==> config.mk <==
export PLATFORM = sky130hd
export DESIGN_NAME = seq_det_ctrl
export DESIGN_NICKNAME = d
export VERILOG_FILES = /design/src/rtl/seq_det_ctrl.sv
export SDC_FILE = /design/constraint.sdc
export NUM_CORES = 1
export LEC_CHECK = 0
export CELL_PAD_IN_SITES_DETAIL_PLACEMENT = 1
export CELL_PAD_IN_SITES_GLOBAL_PLACEMENT = 2
export CORE_MARGIN = 2
export CORE_UTILIZATION = 36
export CTS_BUF_LIST = sky130_fd_sc_hd__clkbuf_4 sky130_fd_sc_hd__clkbuf_8
export DETAILED_ROUTE_END_ITERATION = 10
export MAX_ROUTING_LAYER = met4
export PLACE_DENSITY_LB_ADDON = 0.2
export SLEW_MARGIN = 5
export SYNTH_ARGS = -nofsm -noshare
export SYNTH_HDL_FRONTEND = slang
export SYNTH_SLANG_ARGS = --single-unit
==> constraint.sdc <==
create_clock -name clk -period 4.75 [get_ports clk]
set_clock_uncertainty 0.2 [all_clocks]
set_input_delay 1.425 -clock clk [delete_from_list [all_inputs] [get_ports clk]]
set_output_delay 1.425 -clock clk [all_outputs]
set_load 0.005 [all_outputs]
==> src/rtl/seq_det_ctrl.sv <==
// Overlapping serial pattern detector fed by a valid/ready byte stream (MSB-first).
// Define SEQ_DET_NONOVERLAP_EN to restart the history fill after every match.
module seq_det_ctrl #(
    parameter int CNT_W = 8
) (
    input  logic             clk,
    input  logic             rst,
    input  logic             cfg_we,
    input  logic [7:0]       cfg_pat,
    input  logic [3:0]       cfg_len,
    input  logic [CNT_W-1:0] cfg_thresh,
    input  logic             s_valid,
    input  logic [7:0]       s_data,
    output logic             s_ready,
    output logic             busy,
    output logic             match_pulse,
    output logic [CNT_W-1:0] match_cnt,
    output logic             irq,
    input  logic             irq_clr
);

    typedef enum logic [0:0] {IDLE, SHIFT} state_t;

    state_t           state;
    logic [7:0]       shreg;
    logic [2:0]       bit_idx;
    logic [7:0]       hist;
    logic [3:0]       fill;
    logic [7:0]       pat;
    logic [3:0]       len;
    logic [CNT_W-1:0] thresh;

    logic             hs;
    logic             cfg_ok;
    logic [7:0]       hist_nx;
    logic [3:0]       fill_nx;
    logic [7:0]       mask;
    logic             hit;
    logic             cnt_max;
    logic [CNT_W-1:0] cnt_inc;
    logic             irq_set;
    logic [3:0]       len_clamp;

    always_comb begin
        hs        = s_valid && s_ready;
        cfg_ok    = cfg_we && (state == IDLE) && !hs;
        hist_nx   = {hist[6:0], shreg[bit_idx]};
        fill_nx   = (fill >= 4'd8) ? 4'd8 : fill + 4'd1;
        mask      = 8'((9'd1 << len) - 9'd1);
        hit       = (state == SHIFT) && ((hist_nx & mask) == (pat & mask)) && (fill_nx >= len);
        cnt_max   = &match_cnt;
        cnt_inc   = match_cnt + CNT_W'(1);
        irq_set   = hit && !cnt_max && (thresh != '0) && (cnt_inc == thresh);
        len_clamp = (cfg_len == 4'd0) ? 4'd1 : (cfg_len > 4'd8) ? 4'd8 : cfg_len;
    end

    always_ff @(posedge clk) begin
        if (rst) begin
            state       <= IDLE;
            s_ready     <= 1'b1;
            busy        <= 1'b0;
            match_pulse <= 1'b0;
            match_cnt   <= '0;
            irq         <= 1'b0;
            shreg       <= '0;
            bit_idx     <= '0;
            hist        <= '0;
            fill        <= '0;
            pat         <= 8'b0000_0111;
            len         <= 4'd3;
            thresh      <= '0;
        end else begin
            match_pulse <= hit;
            case (state)
                IDLE: begin
                    if (hs) begin
                        shreg   <= s_data;
                        bit_idx <= 3'd7;
                        state   <= SHIFT;
                        s_ready <= 1'b0;
                        busy    <= 1'b1;
                    end else if (cfg_ok) begin
                        pat    <= cfg_pat;
                        len    <= len_clamp;
                        thresh <= cfg_thresh;
                        hist   <= '0;
                        fill   <= '0;
                    end
                end
                SHIFT: begin
                    hist    <= hist_nx;
`ifdef SEQ_DET_NONOVERLAP_EN
                    fill    <= hit ? 4'd0 : fill_nx;
`else
                    fill    <= fill_nx;
`endif
                    bit_idx <= bit_idx - 3'd1;
                    // s_ready is registered, so it rises one cycle ahead of the last bit
                    s_ready <= (bit_idx == 3'd1);
                    if (bit_idx == 3'd0) begin
                        if (hs) begin
                            shreg   <= s_data;
                            bit_idx <= 3'd7;
                            s_ready <= 1'b0;
                        end else begin
                            state   <= IDLE;
                            busy    <= 1'b0;
                            s_ready <= 1'b1;
                        end
                    end
                end
                default: state <= IDLE;
            endcase

            if (cfg_ok)
                match_cnt <= '0;
            else if (hit && !cnt_max)
                match_cnt <= cnt_inc;

            if (irq_set)
                irq <= 1'b1;
            else if (irq_clr || cfg_ok)
                irq <= 1'b0;
        end
    end

endmodule
# --- Yosys cells after proc, flatten, opt, wreduce, memory -nomap -nowiden ---
# Index checks and enable logic that the tools add are counted.
word_totals:
  word_cells: 85
  register_bits: 55
  input_bits: 33
op_classes:
  n_addsub: 4
  n_eq_ne: 8
  mux: 31
  bitwise: 4
  order_cmp: 4
  shifts: 1
  n_reduce_logical: 20
op_table:
  columns: ["op", "n"]
  rows:
  - ["2-to-1 mux 4 bit", 5]
  - ["bitwise AND 8 bit", 2]
  - ["== test 8 bit", 2]
  - ["2-to-1 mux 8 bit", 2]
  - ["case mux 8 bit (2 select lines)", 1]
  - ["2-to-1 mux 7 bit", 2]
  - ["case mux 7 bit (2 select lines)", 1]
  - ["2-to-1 mux 1 bit", 11]
  - ["2-to-1 mux 3 bit", 3]
  - ["adder 8 x 1 -> 8 bit, second input constant", 1]
  - ["logical AND 1 bit", 8]
  - ["!= test 2 bit, second input constant", 4]
  - ["case mux 4 bit (2 select lines)", 1]
  - ["AND reduction 8 bit", 1]
  - ["nonzero test 8 bit", 1]
  - ["left shift 1 x 4 -> 8 bit, first input constant", 1]
  - ["subtractor 8 x 1 -> 8 bit, second input constant", 1]
  - ["case mux 1 bit (2 select lines)", 3]
  - ["case mux 3 bit (2 select lines)", 1]
  - ["AND reduction 3 bit", 2]
  - ["adder 4 x 1 -> 4 bit, second input constant", 1]
  - [">= comparator 4 bit", 1]
  - [">= comparator 4 bit, second input constant", 1]
  - ["> comparator 4 bit, second input constant", 1]
  - ["13 further kinds", 15]

# --- Longest topological paths before layout ---
logic_depth:
  depth_word: 10
  depth_mapped: 10
  depth_no_buf: 9

# --- Least setup slack after synthesis ---
# Ideal clock, no wire load.
synth_timing:
  path_type: "in2reg"
  startpoint: "input port s_valid"
  endpoint: "register len[3]"
  setup_slack_ns: 1.963
  required_time_ns: 4.480
  t_arrival_ns: 2.517
  n_path_buf: 2
  path_stages: 6
  setup_ns: 0.070
  path_cell_list: "a21oi_1 and2_1 clkbuf_1 clkbuf_1 nand2_1 a21oi_1"
synth_between:
  elab_chain_len: 4
  elab_cells_between_ends: 5
  cone_classes: "bitwise: 1; reduce/logical: 4"
synth_rtl:
  columns: ["item", "line_no", "rtl"]
  rows:
  - ["from (decl)", "12", "input logic s_valid,"]
  - ["logical AND 1 bit *", "45", "hs = s_valid && s_ready;"]
  - ["logical NOT 1 bit", "46", "cfg_ok = cfg_we && (state == IDLE) && !hs;"]
  - ["logical AND 1 bit", "46", null]
  - ["AND reduction 3 bit (no source line) *", null, null]
  - ["to (signal assigned)", "84", "len <= len_clamp;"]
  - ["to (decl)", "30", "logic [3:0] len;"]
# Every way passes the cells marked *; elsewhere a longest branch is shown, timed or not.
# A chain may end at the register's enable or synchronous reset.

# --- Final worst setup path ---
layout_timing:
  startpoint: "input port s_valid"
  endpoint: "register match_cnt[4]"
layout_between:
  elab_chain_len: 4
layout_rtl:
  columns: ["item", "line_no", "rtl"]
  rows:
  - ["logical AND 1 bit", "45", null]
  - ["logical NOT 1 bit", "46", null]
  - ["logical AND 1 bit", "46", null]
  - ["OR reduction 2 bit (no source line)", null, null]
  - ["to (signal assigned)", "118", "match_cnt <= cnt_inc;"]
  - ["to (decl)", "17", "output logic [CNT_W-1:0] match_cnt,"]
# Every way passes these cells.

==> summary.txt <==
Status
  • Status: completed

Drt
  • Routed vias/inst: 5.191
  • Vias: 2554
  • WL/cell: 14.70 um
  • DR iter-0 viols: 57
  • Detailed Route WL: 7230 um
  • DR DRC count: 0
  • Antenna Violating Nets Remaining: 0
  • Initial DRT Pass Iterations: 4

Final layout
  • Area of the multi-input gates: 1683 um^2
  • Layout cells sized above 1: 7.179%
  • Storage element area: 1101 um^2
  • Final Non-Filler Cells: 492
  • Area delta synth->final: 21.05%
  • # fillers: 946
  • Fin nets: 433
  • Ant diodes: 0

Placement
  • Gpl congestion: 0.8119
  • HPWL Detailed: 5394 um
  • Port Buffer Count: 44
  • Dpl cells: 484

Flow run
  • Max-cap check violation count: 0

Logic synthesis
  • Cell area after synthesis: 2907 um^2
  • Avg Cell Area, Syn: 8.304 um^2
  • Mapped Cells: 350
  • Post-synth EDFFs: 0
  • Ys Warns: 0
  • Post-synthesis sequential area ratio: 37.88%
  • Yosys reg bits: 55
  • Cell variety after synth: 53
  • Top FF cell, synth: dfxtp_1
  • Post-synth net total: 394
  • Asr flop ratio synth: 0%

Critical path
  • CP cell instances: clkdlybuf4s50_1, a21oi_1, and2_1, nor2_1, nand2_1, a31oi_1, a41o_1
  • Max incr delay on CP: 0.60 ns
  • Crit-path slowest cell: nor2_1
  • Worst R2R End: match_cnt[6]
  • Worst r2r src: len[2]
  • WP buf/inv: 1
  • Setup crit end kind: flip-flop
  • WP data arrival: 3.30 ns
  • Top Family by Delay on Critical Path: simple AND/OR/NAND/NOR gates
  • Crit path required time: 4.81 ns
  • Worst reg2reg setup slack: 1.76 ns
  • Crit Path Category: in -> reg
  • CP Launch Type: input port
  • Cells on worst reg2reg path: 9
  • Max FO, Critical Path: 9

STA
  • Fin crit share: 68.22%
  • Total negative slack: 0 ns
  • Final Max Slew Viols: 0
  • Final Hold Viols: 0
  • Min Tclk post-route: 3.240 ns
  • Slew margin rel.: 43.94%
  • Max Fclk: 308.6 MHz
  • Worst-Margin Slew: 0.8409 ns
  • # setup viols final: 0
  • Unrepaired setup endpoints after global routing: false

Global route
  • Number of global-route vias before repair: 2568
  • Initial antenna violation count: 0
  • First-pass GRT wire length: 12260 um
  • GR Util All Layers: 18.01%
  • Largest net degree at the start of global routing: 40
  • Congestion Overflow GR: 0

Pwr
  • Worst-case vdd ir drop: 134.0 uV
  • Pwr Density: 286.2 nW/um^2
  • Lkg Pwr: 0.001329 uW

Floorplanning
  • Initial Util: 37.42%
  • Die Ht: 93.86 um
  • DIE AREA: 8809 um^2
  • Die W: 93.86 um
  • Core Area: 7767 um^2
  • I/O pin total: 45
  • Core Rows: 32

Clock tree
  • Clk buf depth: 2
  • Post_cts resized: 0
  • Latest clock arrival within the worst-skew pair: 0.31 ns
  • Hold buffer count at cts: 0
  • CTS buffer count: 5
  • Clk sink count: 55
  • Post-CTS repair timing setup buffer count: 0
  • Depth of the CTS H-tree: 2
  • Clock root buffer: clkbuf_8
  • CTS tree: yes
  • Clk slew on worst S/H paths: 0.11 ns

Hold path
  • Hold path depth: 2
  • Hold Path Class: reg -> reg
  • Worst Hold End: shreg[2]
  • Worst hold start: shreg[2]
## cell usage after synthesis, types with 2 or more instances
master	number	area share, %
nand2_1	68	8.8
dfxtp_1	55	38
a21oi_1	38	6.5
nor2_1	25	3.2
xnor2_1	15	4.5
clkbuf_1	12	1.5
a22oi_1	11	2.8
ha_1	11	4.7
inv_1	11	1.4
nor3_1	9	1.5
o21ai_0	7	1.2
mux2i_1	6	2.1
nand2b_1	6	1.3
xor2_1	6	1.8
nand3b_1	5	1.3
nor3b_1	4	1.0
a31oi_1	3	0.65
nand3_1	3	0.52
nand4_1	3	0.65
nor4_1	3	0.65
o211ai_1	3	0.77
o31ai_1	3	0.77
or3_1	3	0.65
a211o_1	2	0.60
buf_2	2	0.34
buf_6	2	0.77
mux2_4	2	1.0
o2111ai_1	2	0.60
o211a_1	2	0.69
o21a_1	2	0.52
or3_2	2	0.52
or4_1	2	0.52
or4b_4	2	0.95
## power by group
part | internal [uW] | switching (uW) | total [uW]
clock | 107 | 162 | 269
combinational | 103 | 117 | 221
sequential | 487 | 30.0 | 517
total | 698 | 309 | 1010
## worst min-delay path: cells and delay by family, from the launching register on
kind / cells / cell delay [ns]
AO/OA/AOI/OAI: 1 / 0.05
flip-flops: 1 / 0.32
AND/OR/NAND/NOR: 1 / 0.05
## metal layers
metal | global-route usage, % | wire, um | share of wire (%) | vias to the layer above
met3 | 3.371 | 202 | 2.8 | 13
met4 | 5.314 | 123 | 1.7 | 0
met1 | 22.38 | 3492 | 48 | 1208
li1 | - | - | - | 1300
met2 | 29.88 | 3412 | 47 | 33
met5 | - | 0 | 0 | -
## layout make-up
cell class,instances,share of cell area [%]
multi-input combinational,267,47.83
sequential,55,31.29
timing repair buffer,48,13.37
tap,102,3.627
clock buffer,5,1.956
inverter,12,1.280
clock inverter,3,0.6401
## state kept, by name, summed over array words and instances (netlist names), 3 cells and up
signal     flops
bit_idx        3
fill           4
hist           7
len            4
match_cnt      8
pat            8
shreg          8
thresh         8
## how the worst max path moves through the flow
stage | startpoint | endpoint | slack [ns] | cells after the start
after floorplan | s_valid | len[3] | 1.96 | 6
after global placement | s_valid | match_cnt[4] | 1.22 | 7
after detailed placement | s_valid | match_cnt[4] | 1.22 | 7
after CTS | s_valid | match_cnt[4] | 1.53 | 7
after global routing | s_valid | match_cnt[4] | 1.37 | 7
final | s_valid | match_cnt[4] | 1.51 | 7
## cell usage in the layout (no fill, tap or decap), drive strengths merged, types with 6 or more instances in the layout
cell type,instances
a22oi,11
nand2,68
inv,13
clkdlybuf4s50,44
nor2,25
or3,6
a21oi,38
o21ai,8
ha,11
xnor2,15
mux2i,6
xor2,6
nor3,9
nand2b,6
dfxtp,55
## kinds of logic (layout without fill, tap and decap cells)
logic type / count (synthesis) / in the layout / synth area share, %
compound gates: 82 / 82 / 18.64
mux: 9 / 9 / 3.487
simple gates: 144 / 144 / 24.71
buf+inv: 28 / 68 / 4.218
fa+ha+maj: 11 / 11 / 4.735
xor+xnor: 21 / 21 / 6.328
flops: 55 / 55 / 37.88
## per-stage QoR
stage | hold WS (ns) | total power, uW | cell area, um^2 | util, % | setup WS (ns)
2_1_floorplan | 0.2329 | 676.3 | 2907 | - | 1.963
3_3_place_gp | 0.2409 | 744.8 | 3427 | 44.12 | 1.223
3_5_place_dp | 0.2464 | 751.4 | 3427 | 44.12 | 1.217
4_1_cts | 0.2615 | 1023 | 3518 | 45.30 | 1.531
5_1_grt | 0.2851 | 1068 | 3518 | 45.30 | 1.372
6_report | 0.2600 | 1007 | 3518 | 45.30 | 1.510
(Power assumes the default switching activity.)
